## src/rtl/ctrl_pipe_regs.sv

```systemverilog
// ID/EX -> EX/MEM -> MEM/WB control and register-tag pipeline with branch/jump flush generation.
// Optional CTRL_PERF_CNT_EN adds saturating stall/flush performance counters.
module ctrl_pipe_regs #(
  parameter int REG_AW = 5,
  parameter int ALUC_W = 2,
  parameter int CNT_W  = 16
) (
  input  logic              clock,
  input  logic              reset,
  input  logic              id_regdst,
  input  logic              id_branch,
  input  logic              id_jump,
  input  logic              id_memread,
  input  logic              id_memwrite,
  input  logic              id_memtoreg,
  input  logic              id_alusrc,
  input  logic              id_regwrite,
  input  logic [ALUC_W-1:0] id_aluctrl,
  input  logic [REG_AW-1:0] id_rs,
  input  logic [REG_AW-1:0] id_rt,
  input  logic [REG_AW-1:0] id_rd,
  input  logic              bubble_idex,
  input  logic              ex_zero,
  output logic              idex_regdst,
  output logic              idex_alusrc,
  output logic              idex_branch,
  output logic              idex_memread,
  output logic              idex_memwrite,
  output logic              idex_memtoreg,
  output logic              idex_regwrite,
  output logic [ALUC_W-1:0] idex_aluctrl,
  output logic [REG_AW-1:0] idex_rs,
  output logic [REG_AW-1:0] idex_rt,
  output logic [REG_AW-1:0] idex_rd,
  output logic              exmem_memread,
  output logic              exmem_memwrite,
  output logic              exmem_memtoreg,
  output logic              exmem_regwrite,
  output logic              exmem_branch,
  output logic              exmem_zero,
  output logic [REG_AW-1:0] exmem_rd,
  output logic              memwb_memtoreg,
  output logic              memwb_regwrite,
  output logic [REG_AW-1:0] memwb_rd,
  output logic              pcsrc,
  output logic              flush_ifid,
  output logic [CNT_W-1:0]  stall_cnt,
  output logic [CNT_W-1:0]  flush_cnt
);

  localparam int IW = 7 + ALUC_W;

  logic [IW-1:0]     idex_c_d, idex_c_q;
  logic [REG_AW-1:0] idex_rs_q, idex_rt_q, idex_rd_q;
  logic [5:0]        exmem_c_d, exmem_c_q;
  logic [REG_AW-1:0] exmem_rd_d, exmem_rd_q;
  logic [1:0]        memwb_c_q;
  logic [REG_AW-1:0] memwb_rd_q;

  assign {idex_regdst, idex_alusrc, idex_branch, idex_memread, idex_memwrite,
          idex_memtoreg, idex_regwrite, idex_aluctrl} = idex_c_q;
  assign idex_rs = idex_rs_q;
  assign idex_rt = idex_rt_q;
  assign idex_rd = idex_rd_q;
  assign {exmem_memread, exmem_memwrite, exmem_memtoreg, exmem_regwrite,
          exmem_branch, exmem_zero} = exmem_c_q;
  assign exmem_rd = exmem_rd_q;
  assign {memwb_memtoreg, memwb_regwrite} = memwb_c_q;
  assign memwb_rd = memwb_rd_q;

  assign pcsrc      = exmem_branch & exmem_zero;
  assign flush_ifid = pcsrc | (id_jump & ~bubble_idex);

  // Jumps also zero the ID/EX controls so the decoder's don't-cares never propagate.
  always_comb begin
    idex_c_d   = '0;
    exmem_c_d  = '0;
    exmem_rd_d = idex_regdst ? idex_rd_q : idex_rt_q;
    if (!(pcsrc | bubble_idex | id_jump)) begin
      idex_c_d = {id_regdst, id_alusrc, id_branch, id_memread, id_memwrite,
                  id_memtoreg, id_regwrite, id_aluctrl};
    end
    if (!pcsrc) begin
      exmem_c_d = {idex_memread, idex_memwrite, idex_memtoreg, idex_regwrite,
                   idex_branch, ex_zero};
    end
  end

  always_ff @(posedge clock or negedge reset) begin
    if (!reset) begin
      idex_c_q   <= '0;
      idex_rs_q  <= '0;
      idex_rt_q  <= '0;
      idex_rd_q  <= '0;
      exmem_c_q  <= '0;
      exmem_rd_q <= '0;
      memwb_c_q  <= '0;
      memwb_rd_q <= '0;
    end else begin
      idex_c_q   <= idex_c_d;
      idex_rs_q  <= id_rs;
      idex_rt_q  <= id_rt;
      idex_rd_q  <= id_rd;
      exmem_c_q  <= exmem_c_d;
      exmem_rd_q <= exmem_rd_d;
      memwb_c_q  <= {exmem_memtoreg, exmem_regwrite};
      memwb_rd_q <= exmem_rd_q;
    end
  end

`ifdef CTRL_PERF_CNT_EN
  logic [CNT_W-1:0] stall_cnt_q, stall_cnt_d;
  logic [CNT_W-1:0] flush_cnt_q, flush_cnt_d;

  // A bubble overridden by a taken branch counts as a flush, not a stall.
  always_comb begin
    stall_cnt_d = stall_cnt_q;
    flush_cnt_d = flush_cnt_q;
    if (bubble_idex && !pcsrc && !(&stall_cnt_q)) stall_cnt_d = stall_cnt_q + 1'b1;
    if (pcsrc && !(&flush_cnt_q))                 flush_cnt_d = flush_cnt_q + 1'b1;
  end

  always_ff @(posedge clock or negedge reset) begin
    if (!reset) begin
      stall_cnt_q <= '0;
      flush_cnt_q <= '0;
    end else begin
      stall_cnt_q <= stall_cnt_d;
      flush_cnt_q <= flush_cnt_d;
    end
  end

  assign stall_cnt = stall_cnt_q;
  assign flush_cnt = flush_cnt_q;
`else
  assign stall_cnt = {CNT_W{1'b0}};
  assign flush_cnt = {CNT_W{1'b0}};
`endif

endmodule

```

## config.mk

```make
export PLATFORM = sky130hd
export DESIGN_NAME = ctrl_pipe_regs
export DESIGN_NICKNAME = d
export VERILOG_FILES = /design/src/rtl/ctrl_pipe_regs.sv
export SDC_FILE = /design/constraint.sdc
export NUM_CORES = 1
export LEC_CHECK = 0
export ABC_AREA = 1
export BUFFER_PORTS_ARGS = -buffer_cell sky130_fd_sc_hd__buf_2
export CAP_MARGIN = 20
export CORE_MARGIN = 2
export CORE_UTILIZATION = 36
export CTS_CLUSTER_DIAMETER = 200
export DETAILED_ROUTE_END_ITERATION = 8
export GPL_TIMING_DRIVEN = 0
export MAX_ROUTING_LAYER = met4
export PLACE_DENSITY = 0.74
export RECOVER_POWER = 100
export SLEW_MARGIN = 25
export SYNTH_ARGS = -nofsm -noshare
export SYNTH_HDL_FRONTEND = slang
export SYNTH_SLANG_ARGS = --single-unit
```

## constraint.sdc

```tcl
create_clock -name clock -period 0.8 [get_ports clock]
set_input_delay 0.08 -clock clock [delete_from_list [all_inputs] [get_ports clock]]
set_output_delay 0.08 -clock clock [all_outputs]
set_load 0.01 [all_outputs]
```

==> results of run 1 <==
[synthesized netlist by cell type]
library cell,n
dfrtp_1,42
buf_4,32
inv_1,22
nor2_1,15
nand2_1,6
o21ai_0,6
buf_6,1
conb_1,1
nand2_2,1
nor2_2,1
[critical path, cell delays in order, from the launching register on]
cell	delay (ns)
dfrtp_1	0.40
nand2_2	0.12
o21ai_2	0.06
buf_2	0.13
[cell type report]
class                      instances  area share [%]
tap                               50            2.42
clock buffer                       7            3.34
inverter                          22            3.29
clock inverter                     1           0.194
sequential                        42            40.6
timing repair buffer             106            28.0
multi-input combinational         62            12.4
buffer                            33            9.72
[flip-flops by register name, indices dropped and copies added, names as in the netlist]
signal,flops
memwb_rd,5
exmem_c_q,6
idex_rd,5
memwb_c_q,2
idex_c_q,9
idex_rt,5
exmem_rd,5
idex_rs,5
[report_power, final]
| group | switching [W] | leakage [nW] | internal [W] |
|---|---|---|---|
| Clock | 0.000664 | 0.0482 | 0.000696 |
| Sequential | 0.0000486 | 0.521 | 0.00223 |
| Combinational | 0.000342 | 0.918 | 0.000396 |
| Total | 0.00105 | 1.49 | 0.00332 |
[worst max path at each step]
| stage | cells after the start | start | endpoint |
|---|---|---|---|
| after floorplan | 3 | exmem_c_q[1] | idex_c_q[0] |
| after detailed placement | 1 | reset | idex_rd[2] |
| after global routing | 3 | exmem_c_q[0] | flush_ifid |
| final | 3 | exmem_c_q[0] | flush_ifid |
| after global placement | 2 | idex_c_q[8] | exmem_rd[0] |
| after CTS | 3 | exmem_c_q[0] | flush_ifid |
[metal layers]
metal  global-route usage (%)  up-vias  routed length, um
met1                     11.9      533               1040
met5                        -        -                  0
met2                     28.0       44               2030
met3                     5.03        2                206
li1                         -      592                  -
met4                     7.35        0                 34
[what timing repair did]
action / in CTS / in global routing
gates cloned: 0 / 1
setup endpoints to repair: 57 / 60
hold endpoints to repair: 63 / 43
hold buffers: 21 / 1
gates resized for setup: 12 / 22
pin swaps: 1 / 1
setup buffers: 6 / 7
[kinds of logic (layout without fill, tap and decap cells)]
logic type / after synthesis / in the layout / share of synthesized area [%]
buffers and inverters: 55 / 169 / 22.1
DFF: 42 / 42 / 69.6
AOI/OAI and AO/OA: 6 / 6 / 1.99
and+or+nand+nor: 23 / 24 / 6.05
other: 1 / 32 / 0.248
[per-stage QoR]
step	total power (W)	instance area [um^2]	utilization [%]	setup slack (ns)	hold WS (ns)
after floorplan	0.00262	1630	-	0.0140	-0.216
after global placement	0.00284	2050	50.9	-0.0660	0.188
after detailed placement	0.00286	2050	50.9	-0.0902	0.189
after CTS	0.00436	2430	60.3	-0.295	-0.0408
after global routing	0.00464	2590	64.2	-0.347	0.0107
final	0.00438	2590	64.2	-0.279	-0.0518
==> impl_metrics.csv, run 1 <==
group,metric,value,unit
power_and_ir_drop,powerDensity,1690,nW/um^2
clock_tree,numCtsBuffers,5,
layout,final_cells,323,
timing,post-route-period-util,135,%
timing,slew_headroom,33.6,%
routing,drc,0,
hold_path,hold_class,"primary input to asynchronous set/reset pin",
critical_path,crit_path_max_fanout,3,
clock_tree,cts_max_path_buffers,2,
critical_path,required,0.72,ns
yosys,yosysWarnings,0,
yosys,ys_seq_area_share,69.6,%
routing,wl_per_cell,10.2,um
routing,drt_first_pass_iters,4,
critical_path,critPathArrivalTime,1.00,ns
clock_tree,insertion_delay,0.28,ns
grt,grt_max_degree,43,
critical_path,r2r_cells,4,
job,max_cap_violations,0,
timing,final-hold-violation-count,42,
layout,final_cell_mix,"buf_2, dfrtp_1, buf_4",
yosys,synthCells,127,
timing,rsz0062_at_grt,"true",
critical_path,ff2ff_setup_slack,-0.14,ns
power_and_ir_drop,leakage,1.49,nW
place,portBuffers,72,
place,hpwl,2260,um
routing,drt_iter0_markers,45,
critical_path,worstSetupEndpointType,"output port",
die,design.core.area,4030,um^2
clock_tree,cts_sinks,42,
timing,setup_ws,-0.279,ns
layout,ff_latch_area,1050,um^2
critical_path,r2r-start,"exmem_c_q[0]",
routing,vias,1171,
die,ioPinCount,105,
layout,multi_input_area,320,um^2
timing,setup_violations,56,
yosys,synth_top_area_share,69.6,%
clock_tree,cts_tree,"built",
clock_tree,htree_num_levels,2,
critical_path,start_kind,"flip-flop",
layout,drive_above_1_share,52.0,%
outcome,status,"finished, violations left",
grt,track_usage,14.5,%
die,fp-row-count,23,
layout,num_antenna_cells,0,
timing,maxSlewViolCount,0,
timing,clock_skew,0.00419,ns
yosys,synth.area.top_cells,"dfrtp_1, buf_4, inv_1",
clock_tree,cts-root-buf,"clkbuf_8",
layout,fillers,332,
layout,final_common_cell,"buf_2",
power_and_ir_drop,ir_worst_vdd,1.38,mV
timing,worst_pin_slew,0.996,ns
yosys,synth-seq-cells,42,
outcome,violations,"hold timing, setup timing",
timing,fmax,927,MHz
place,gp_congestion,0.730,
die,die-area,4730,um^2
clock_tree,clk_pin_slew,0.07,ns
routing,wirelength,3310,um
die,start_util,37.5,%
timing,finalCriticalPeriod,1.08,ns
critical_path,rr_endpoint,"idex_c_q[8]",
timing,final.setup.tns,-4.90,ns
die,die_w,68.8,um
grt,grt_pass1_vias,978,
critical_path,worst-setup-path-type,"flip-flop to output port",
layout,fin_nets,301,
die,die_y,68.8,um
layout,area_delta_synth_final,71.3,%
timing,hold_slack,-0.0518,ns
yosys,synth_cell_types,10,
routing,avgViaCountPerCell,3.63,
grt,overflow,0,
routing,antenna_violating_nets_post_route,0,
yosys,syn_area_per_cell,11.9,um^2
yosys,synth.largest_area_cell,"dfrtp_1",
grt,grt_pass1_wl,4510,um
yosys,synthesis.area,1510,um^2
place,dp_cells,280,
grt,antenna_found_initial,0,
(Power assumes the default switching activity.)
==> run 2, diff against run 1 <==
--- a/config.mk
+++ b/config.mk
@@ -8,13 +8,15 @@
 export ABC_AREA = 1
 export BUFFER_PORTS_ARGS = -buffer_cell sky130_fd_sc_hd__buf_2
 export CAP_MARGIN = 20
+export CELL_PAD_IN_SITES_DETAIL_PLACEMENT = 0
+export CELL_PAD_IN_SITES_GLOBAL_PLACEMENT = 2
 export CORE_MARGIN = 2
-export CORE_UTILIZATION = 36
+export CORE_UTILIZATION = 20
 export CTS_CLUSTER_DIAMETER = 200
 export DETAILED_ROUTE_END_ITERATION = 8
 export GPL_TIMING_DRIVEN = 0
 export MAX_ROUTING_LAYER = met4
-export PLACE_DENSITY = 0.74
+export PLACE_DENSITY_LB_ADDON = 0.1
 export RECOVER_POWER = 100
 export SLEW_MARGIN = 25
 export SYNTH_ARGS = -nofsm -noshare
==> run 2 against run 1 <==
Effect of this change: the flow still finishes with violations (hold timing, setup timing); power is 6.8% higher; sequential power hardly changed; die area is 75% higher; cell count grew 16%; via count up 1.5%; count of clock-buffer cells in the layout is the same; worst setup slack better by 0.021 ns; combinational power increased by 2%; first-iteration DRC count down 82%; core utilization decreased by 27 points; sequential cell count did not move; largest power group unchanged.
==> impl_metrics.csv, run 2 (same netlist as run 1, synthesis figures left out) <==
group,metric,value,unit
outcome,status,"finished, violations left",
outcome,violations,"hold timing, setup timing",
layout,fin_nets,304,
layout,num_antenna_cells,0,
power_and_ir_drop,p_clk_share,35.2,%
place,portBuffers,72,
grt,grt_pass1_vias,1131,
routing,drt_iter0_markers,8,
timing,hold_slack,-0.0393,ns
power_and_ir_drop,powerDensity,1710,nW/um^2
die,design.core.area,7290,um^2
power_and_ir_drop,ir_worst_vdd,0.530,mV
layout,ff_latch_area,1050,um^2
routing,drc,0,
die,die_w,90.9,um
power_and_ir_drop,p_switching,0.00110,W
place,dp_cells,329,
layout,largest_reg_flops,9,
routing,vias,1189,
critical_path,worst-setup-path-type,"flip-flop to output port",
grt,overflow,0,
die,die-area,8260,um^2
place,hpwl,2460,um
critical_path,ff2ff_setup_slack,-0.09,ns
timing,maxSlewViolCount,0,
routing,antenna_violating_nets_post_route,0,
timing,worst_pin_slew,1.04,ns
timing,rsz0062_at_grt,"true",
layout,fillers,808,
clock_tree,insertion_delay,0.29,ns
critical_path,required,0.72,ns
timing,post-route-period-util,132,%
timing,final-hold-violation-count,42,
job,max_cap_violations,0,
place,gp_congestion,0.660,
power_and_ir_drop,p_sw_share,23.5,%
grt,grt_max_degree,43,
grt,antenna_found_initial,0,
clock_tree,cts_sinks,42,
layout,final_cell_mix,"buf_2, buf_4, dfrtp_1",
place,place_ws,-0.155,ns
place,place_area,2110,um^2
routing,wl_per_cell,9.25,um
clock_tree,clk_pin_slew,0.08,ns
routing,avgViaCountPerCell,3.17,
critical_path,critPathTopFamily,"flip-flops",
layout,drive_above_1_share,53.6,%
clock_tree,cts_tree,"built",
critical_path,cp_slowest_cell,"dfrtp_1",
clock_tree,numCtsBuffers,5,
power_and_ir_drop,p_seq_share,48.7,%
power_and_ir_drop,leakage,1.52,nW
critical_path,r2r_cells,4,
layout,multi_input_area,322,um^2
timing,setup_violations,62,
critical_path,crit_path_max_fanout,3,
clock_tree,cts_max_path_buffers,2,
timing,finalCriticalPeriod,1.06,ns
layout,reg.largest.list,"idex_c_q: 9 flops, exmem_c_q: 6 flops",
clock_tree,hold_buffers,25,
critical_path,worstSetupEndpointType,"output port",
critical_path,crit_path_cell_trace,"nand2_2 > o21ai_2 > buf_2",
layout,final_cells,375,
die,die_y,90.9,um
layout,area_delta_synth_final,80.5,%
clock_tree,cts-root-buf,"clkbuf_8",
die,ioPinCount,105,
timing,fmax,946,MHz
critical_path,start_kind,"flip-flop",
critical_path,critPathArrivalTime,0.98,ns
timing,slew_headroom,30.4,%
die,start_util,20.7,%
critical_path,slowest_delay,0.40,ns
layout,fin_area,2730,um^2
critical_path,r2r-start,"exmem_c_q[1]",
power_and_ir_drop,p_int,0.00358,W
timing,setup_ws,-0.257,ns
timing,clock_skew,0.00331,ns
routing,drt_first_pass_iters,3,
die,fp-row-count,31,
clock_tree,htree_num_levels,2,
grt,track_usage,8.71,%
grt,grt_pass1_wl,5390,um
critical_path,critPathBufInv,1,
layout,regMostFlops,"idex_c_q",
critical_path,rr_endpoint,"idex_c_q[7]",
hold_path,hold_class,"primary input to asynchronous set/reset pin",
routing,wirelength,3470,um
power_and_ir_drop,comb_power_share,16.1,%
layout,final_common_cell,"buf_2",
## run 2: cell type report
cell class                 count  share of cell area (%)
buffer                        32                    8.81
clock buffer                   7                    2.80
multi-input combinational     61                    11.8
timing repair buffer         111                    29.3
clock inverter                 1                    1.10
inverter                      22                    3.03
tap                           99                    4.54
sequential                    42                    38.6
## run 2: worst max-delay path by stage
stage                       from           to  slack (ns)  depth (start not counted)
floorplan           exmem_c_q[1]  idex_c_q[0]        0.01                          3
global placement           reset  exmem_rd[0]       -0.15                          1
detailed placement         reset  memwb_rd[0]       -0.15                          1
CTS                 exmem_c_q[0]   flush_ifid       -0.27                          3
global route        exmem_c_q[1]   flush_ifid       -0.32                          3
finish              exmem_c_q[1]   flush_ifid       -0.26                          3
## run 2: power by group through the flow
stage	logic (W)	clock network [W]	registers [W]
final	0.000754	0.00164	0.00228
after global routing	0.000826	0.00179	0.00229
after CTS	0.000706	0.00171	0.00227
after detailed placement	0.000551	0	0.00232
after global placement	0.000553	0	0.00231
after floorplan	0.000241	0	0.00238
## run 2: worst register-to-register path: stages, from the launching register on
cell and delay [ns]:
dfrtp_1 0.40, nand2_2 0.10, buf_4 0.14, nand2_8 0.08, nor2_1 0.10
## run 2: routing by layer
| metal | vias up | part of all wire, % | GRT usage (%) |
|---|---|---|---|
| met5 | - | 0 | - |
| met4 | 0 | 1.6 | 3.41 |
| met3 | 8 | 8.9 | 3.59 |
| met2 | 58 | 48 | 13.1 |
| met1 | 522 | 41 | 10.5 |
| li1 | 601 | - | - |
## run 2: metrics by stage
stage | utilization, % | power (W) | TNS, ns
2_1_floorplan | - | 0.00262 | 0
3_3_place_gp | 28.9 | 0.00287 | -6.64
3_5_place_dp | 28.9 | 0.00287 | -6.95
4_1_cts | 35.6 | 0.00469 | -5.43
5_1_grt | 37.4 | 0.00491 | -9.17
6_report | 37.4 | 0.00467 | -5.13
## run 2: timing repair
action                     4_1_cts  5_1_grt
setup endpoints to repair       53       64
pin swaps                        2        1
gates resized for setup         18       33
cloned                           0        1
hold endpoints to repair        67       42
setup buffers                    9        5
